$ cat src/rtl/ehgu_mavg.sv
// ehgu_mavg -- running moving-average over a power-of-two window.
//
// The block keeps a registered running sum of the last WINDOW accepted
// samples. The caller supplies the sample that leaves the window on
// data_dly. That value comes from an external delay line that shifts on the
// same en. The block therefore needs no sample memory of its own.
//
// Optional feature macro: EHGU_MAVG_ROUND_EN
//   defined   : avg_out = (sum_out + WINDOW/2) >> log2(WINDOW)  (round half up)
//   undefined : avg_out = sum_out >> log2(WINDOW)               (truncate)
//
// Parameters
//   WIDTH     sample width in bits (unsigned)
//   WINDOW    window length in accepted samples, power of two, 2..1024
//
// Ports
//   clk       single clock, all state on rising edge
//   rstn      asynchronous active-low reset
//   en        sample accept strobe, one sample per high cycle
//   clr       synchronous window restart; takes priority over en
//   data_in   newest sample
//   data_dly  sample accepted WINDOW en-cycles earlier (from the delay line)
//   sum_out   registered running window sum, WIDTH+log2(WINDOW) bits
//   avg_out   sum_out / WINDOW, combinational from sum_out
//   out_valid window fully populated (high while in RUN)
//   err       sticky: data_dly was inconsistent and the sum would go negative
//
// Handshake: there is no back-pressure. Every cycle with en high (and clr
// low) consumes exactly one data_in/data_dly pair. Outputs are valid every
// cycle. Each accepted sample is reflected in sum_out one clock later.
module ehgu_mavg #(
    parameter int WIDTH  = 8,
    parameter int WINDOW = 16
) (
    input  logic                              clk,
    input  logic                              rstn,
    input  logic                              en,
    input  logic                              clr,
    input  logic [WIDTH-1:0]                  data_in,
    input  logic [WIDTH-1:0]                  data_dly,
    output logic [WIDTH+$clog2(WINDOW)-1:0]   sum_out,
    output logic [WIDTH-1:0]                  avg_out,
    output logic                              out_valid,
    output logic                              err
);

    localparam int LOGW = $clog2(WINDOW);
    localparam int SW   = WIDTH + LOGW;
    // Two spare bits: one catches a carry past SW, one is the sign.
    localparam int XW   = SW + 2;

    typedef enum logic {
        FILL = 1'b0,
        RUN  = 1'b1
    } state_t;

    state_t            state;
    state_t            state_nxt;
    logic [LOGW-1:0]   fcnt;
    logic [LOGW-1:0]   fcnt_nxt;
    logic [SW-1:0]     sum_nxt;
    logic              valid_nxt;
    logic              err_nxt;
    logic [XW-1:0]     run_res;

    // RUN update computed with headroom.
    // run_res[XW-1] set means the result is negative (inconsistent data_dly).
    // run_res[XW-2] set means the result is above the sum range, which also
    // only happens with inconsistent data_dly.
    assign run_res = {2'b00, sum_out}
                   + {{(XW-WIDTH){1'b0}}, data_in}
                   - {{(XW-WIDTH){1'b0}}, data_dly};

    always_ff @(posedge clk or negedge rstn) begin
        if (!rstn) begin
            state     <= FILL;
            fcnt      <= '0;
            sum_out   <= '0;
            out_valid <= 1'b0;
            err       <= 1'b0;
        end else begin
            state     <= state_nxt;
            fcnt      <= fcnt_nxt;
            sum_out   <= sum_nxt;
            out_valid <= valid_nxt;
            err       <= err_nxt;
        end
    end

    always_comb begin
        state_nxt = state;
        fcnt_nxt  = fcnt;
        sum_nxt   = sum_out;
        valid_nxt = out_valid;
        err_nxt   = err;
        if (clr) begin
            // Restart wins over a coincident sample, which is discarded.
            state_nxt = FILL;
            fcnt_nxt  = '0;
            sum_nxt   = '0;
            valid_nxt = 1'b0;
            err_nxt   = 1'b0;
        end else if (en) begin
            unique case (state)
                FILL: begin
                    // The delay line holds garbage until the window is full.
                    sum_nxt = sum_out + {{LOGW{1'b0}}, data_in};
                    if (fcnt == LOGW'(WINDOW - 1)) begin
                        state_nxt = RUN;
                        fcnt_nxt  = '0;
                        valid_nxt = 1'b1;
                    end else begin
                        fcnt_nxt  = fcnt + 1'b1;
                    end
                end
                RUN: begin
                    if (run_res[XW-1]) begin
                        sum_nxt = '0;
                        err_nxt = 1'b1;
                    end else if (run_res[XW-2]) begin
                        sum_nxt = '1;
                    end else begin
                        sum_nxt = run_res[SW-1:0];
                    end
                end
                default: begin
                    state_nxt = FILL;
                end
            endcase
        end
    end

`ifdef EHGU_MAVG_ROUND_EN
    logic [SW:0]    rnd_sum;
    logic [WIDTH:0] rnd_q;

    assign rnd_sum = {1'b0, sum_out} + (SW+1)'(WINDOW / 2);
    assign rnd_q   = (WIDTH+1)'(rnd_sum >> LOGW);
    // A consistent window never rounds past the maximum. The clamp only
    // covers a saturated sum.
    assign avg_out = rnd_q[WIDTH] ? {WIDTH{1'b1}} : rnd_q[WIDTH-1:0];
`else
    assign avg_out = sum_out[SW-1:LOGW];
`endif

endmodule

$ cat config.mk
export PLATFORM = sky130hd
export DESIGN_NAME = ehgu_mavg
export DESIGN_NICKNAME = d
export VERILOG_FILES = /design/src/rtl/ehgu_mavg.sv
export SDC_FILE = /design/constraint.sdc
export NUM_CORES = 1
export LEC_CHECK = 0
export ABC_AREA = 1
export BUFFER_PORTS_ARGS = -buffer_cell sky130_fd_sc_hd__buf_2
export CAP_MARGIN = 20
export CORE_UTILIZATION = 50
export DETAILED_ROUTE_END_ITERATION = 7
export GPL_TIMING_DRIVEN = 1
export PLACE_DENSITY = 0.72
export SYNTH_ARGS = -nofsm -noshare
export SYNTH_HDL_FRONTEND = slang
export SYNTH_SLANG_ARGS = --single-unit
$ cat constraint.sdc
create_clock -name clk -period 2.62 [get_ports clk]
set_input_delay 0.393 -clock clk [delete_from_list [all_inputs] [get_ports clk]]
set_output_delay 0.393 -clock clk [all_outputs]
set_load 0.005 [all_outputs]
==> metrics list <==
* Outcome: finished, final reports clean
- Slowest stage cell on the critical path: sky130_fd_sc_hd__fa_1
- Top cells by instance count after synthesis: sky130_fd_sc_hd__nand2_1 (95), sky130_fd_sc_hd__inv_1 (72), sky130_fd_sc_hd__nand3_1 (31)
- From bottom edge to top edge, the die measures between 70 and 80 um.
- Final weighted congestion in routability-driven placement: just over 0.9
- Library cell with the largest summed area after synthesis: sky130_fd_sc_hd__dfrtp_1
- Endpoint required time on the critical path: 2.77 ns
- Ratio of final minimum period to clock period: 0.950
- Drt wl/cell: around 14 um
- The tool flagged a number of max-cap violations equal to 0.
* Average footprint of a synthesized cell: about 6.7 um^2
- Along the worst path, the maximum fanout reaches 6.
- The floorplan has 24 rows.
- After synthesis, the netlist uses 30 different library cells.
* Number of clock sinks: 19
* Nets@finish: about 470
* GRT Resource Usage Total: 0.254
- The number of antenna violations at the first check in global routing came to 0.
* Top cells by area, synth: sky130_fd_sc_hd__dfrtp_1 (20%), sky130_fd_sc_hd__nand2_1 (15%), sky130_fd_sc_hd__ha_1 (13%)
- Post-detailed-routing wire length: 6360 um
- After clock tree synthesis, the clock-pin slew on the worst setup and hold paths is approximately 0.080 ns.
* DRT antenna net count: 0
- In the post-route analysis, the smallest setup slack over all paths is roughly 0.13 ns.
- Top-area cell type share of the netlist area: 0.196
* Count of pins over their slew limit: 0
* Final standard cell area without fillers: roughly 2800 um^2
- Area of placed instances: 2700 um^2
- The startpoint identified for the worst register-to-register timing path is sum_out[3].
* Clock buffers created by TritonCTS: 3
- DRC marker count from the first detailed-route iteration: 189
- Count of buffer and inverter cells on the critical path: 2
- The first global-routing pass estimated 10,200 um of wire.
- Via count of the first global-routing pass: around 2,300
- Setup crit start kind: flop
- The core region is 4500 um^2.
* Maximum clock skew at final layout: about 0.0044 ns
- Data arrival at the endpoint of the critical path: 2.64 ns
- Minimum clock period after layout: between 2 and 2.5 ns
* DR pass1 iterations: 5
- The routed layout has approximately 2,500 vias.
- Slew at the pin with the worst max-slew slack: 0.454 ns
- The worst setup path is of the reg -> reg kind.
- Crit path largest cell delay: ~0.48 ns
* Maximum vdd ir drop: 0.305 mV
- Static leakage power: 1.64 nW
- For this design the ratio of total power to cell area is about 580 nW/um^2.
- Synthesized Nets: about 420
- Fraction of layout instances using a drive strength above 1: 0.201
* Post-Syn Instances: approximately 360
* EDFF count, synth: 0
- For this design the top-level I/O count stands at between 40 and 50.
* Synthesis-to-finish area growth: 17.1%
- After detailed routing, the number of vias per cell comes to between 5 and 6.
- Of all flip-flops after synthesis, the portion carrying an async set or reset was 1.00.
- Hpwl dp: around 5000 um
- Effective utilization at floorplan: 0.539
* Fraction of the yosys area taken by sequential cells: 0.196
- OpenSTA, run right after detailed placement, puts the worst setup slack at -0.0752 ns.
- For this run, the number of Yosys warnings is 0.
- STA classifies the critical path endpoint as a flop.
- Headroom to the max-slew limit came out at 0.697.
- Maximum clock rate: between 400 and 500 MHz
- In this run the tool buffered the top-level ports with 41 buffer cells.
- In the post-synthesis netlist, the cell with the most instances is sky130_fd_sc_hd__nand2_1.
- Dominant synthesized flop cell: sky130_fd_sc_hd__dfrtp_1
- The die covers between 5000 and 6000 um^2.
- The total overflow left after global routing is 0.
* Diodes inserted: 0
* CTS tree: done
- Walking the worst path, the cells encountered are inv_1, fa_1, inv_1, ha_1, nand2_1, nand3_2, nand2_1, nand4_1, nand2_2, nand3_1, nand2_1, nand3_1.
* Dominant delay contributor by cell family on the critical path: simple AND/OR/NAND/NOR gates
- Counting stages on the worst path, the most repeated cell is sky130_fd_sc_hd__nand2_1.
- After synthesis the netlist holds a flip-flop and latch count of 19.
- Worst setup path start: sum_out[3]
- The cell area that synthesis handed to floorplanning was 2430 um^2.
- After detailed routing, the number of remaining DRC violations is 0.
- Entering global routing, the biggest net connects 20 pins.
* Final setup violation count: 0
- From left edge to right edge, the die measures a little over 70 um.
- Maximum level of the CTS H-tree: 1
- The clock passes through at most 2 buffers.
- The root buffer cell chosen for the clock tree is sky130_fd_sc_hd__clkbuf_8.
- Final hold violations: 0
- Clock latency of the later-clocked register in the worst-skew pair: 0.26 ns
* Hold Path Class: in -> async
[placed cells by master, fill, tap and decap left out, types with 2 or more instances in the layout]
cell type                  netlist  routed
sky130_fd_sc_hd__o211ai_1        5       5
sky130_fd_sc_hd__o21ai_0        10      10
sky130_fd_sc_hd__dfrtp_1        19      18
sky130_fd_sc_hd__inv_2           3       3
sky130_fd_sc_hd__clkbuf_8        0       3
sky130_fd_sc_hd__ha_1           25      23
sky130_fd_sc_hd__fa_1            9       8
sky130_fd_sc_hd__buf_2           0      41
sky130_fd_sc_hd__nand4_1         8       8
sky130_fd_sc_hd__nand3_1        31      30
sky130_fd_sc_hd__nand2_2         4       5
sky130_fd_sc_hd__nor2_1         23      23
sky130_fd_sc_hd__a21oi_1        25      24
sky130_fd_sc_hd__o21ai_1         3       3
sky130_fd_sc_hd__buf_4           8      16
sky130_fd_sc_hd__nand2_1        95      94
sky130_fd_sc_hd__or2_2           2       2
sky130_fd_sc_hd__inv_1          72      72
sky130_fd_sc_hd__a21oi_2         1       3
sky130_fd_sc_hd__xnor2_1         3       3
sky130_fd_sc_hd__xor2_1          6       6
sky130_fd_sc_hd__nand3_2         2       3
[per-layer routing]
metal  share of wire  vias up  global-route usage
li1                -     1268                   -
met1            0.48     1154               0.369
met2            0.46       76               0.399
met3           0.046       10              0.0141
met4           0.019        0              0.0959
met5               0        -                   0
[path summary, 6_finish.rpt]
kind	endpoint	slack, ns	cells past startpoint
max	sum_out[11]	0.13	12
min	sum_out[3]	0.07	1
max reg2reg	sum_out[11]	0.13	12
min reg2reg	out_valid	0.49	2
max in group asynchronous	sum_out[1]	2.22	1
min in group clk	err	0.36	2
[flip-flops by register name (all words and copies together) (netlist names)]
name       count
fcnt           4
sum_out       12
state          1
out_valid      1
err            1
[power breakdown]
group | internal, mW | switching (mW)
Clock | 0.106 | 0.110
Combinational | 0.433 | 0.659
Sequential | 0.320 | 0.0203
Total | 0.859 | 0.790
[final cells by class]
class,count,area [um^2]
Clock buffer,3,41.3
Clock inverter,1,5.00
Fill cell,435,1660
Inverter,76,285
Multi-Input combinational cell,262,1640
Sequential cell,19,477
Tap cell,52,65.1
Timing Repair Buffer,57,325
[logic make-up (layout without fill, tap and decap cells)]
kind of cell | after synthesis | in the layout | share of synthesized area
AO/OA/AOI/OAI | 50 | 51 | 0.120
XOR/XNOR | 9 | 9 | 0.0325
adder cells (fa/ha/maj) | 34 | 34 | 0.203
buffers and inverters | 85 | 137 | 0.147
flip-flops | 19 | 19 | 0.196
AND/OR/NAND/NOR | 167 | 168 | 0.302
[through the flow]
stage                     setup TNS, ns  power (mW)  instances  hold WS (ns)  utilization
after floorplan                       0        1.07        364        0.0974            -
after global placement           -0.169        1.34        458         0.368        0.599
after detailed placement         -0.191        1.35        458         0.370        0.599
after CTS                             0        1.58        462        0.0830        0.611
after global routing            -0.0263        1.80        470         0.107        0.631
final                                 0        1.65        470        0.0657        0.631
[timing repair]
| item | 4_1_cts | 5_1_grt |
|---|---|---|
| resized for setup | 1 | 7 |
| pin swaps | 0 | 4 |
| buffers inserted | 0 | 6 |
| setup endpoints to repair | 1 | 12 |
| cloned | 0 | 2 |
| hold buffers | 0 | 0 |
Note: power is estimated with default switching activity, not from simulation.
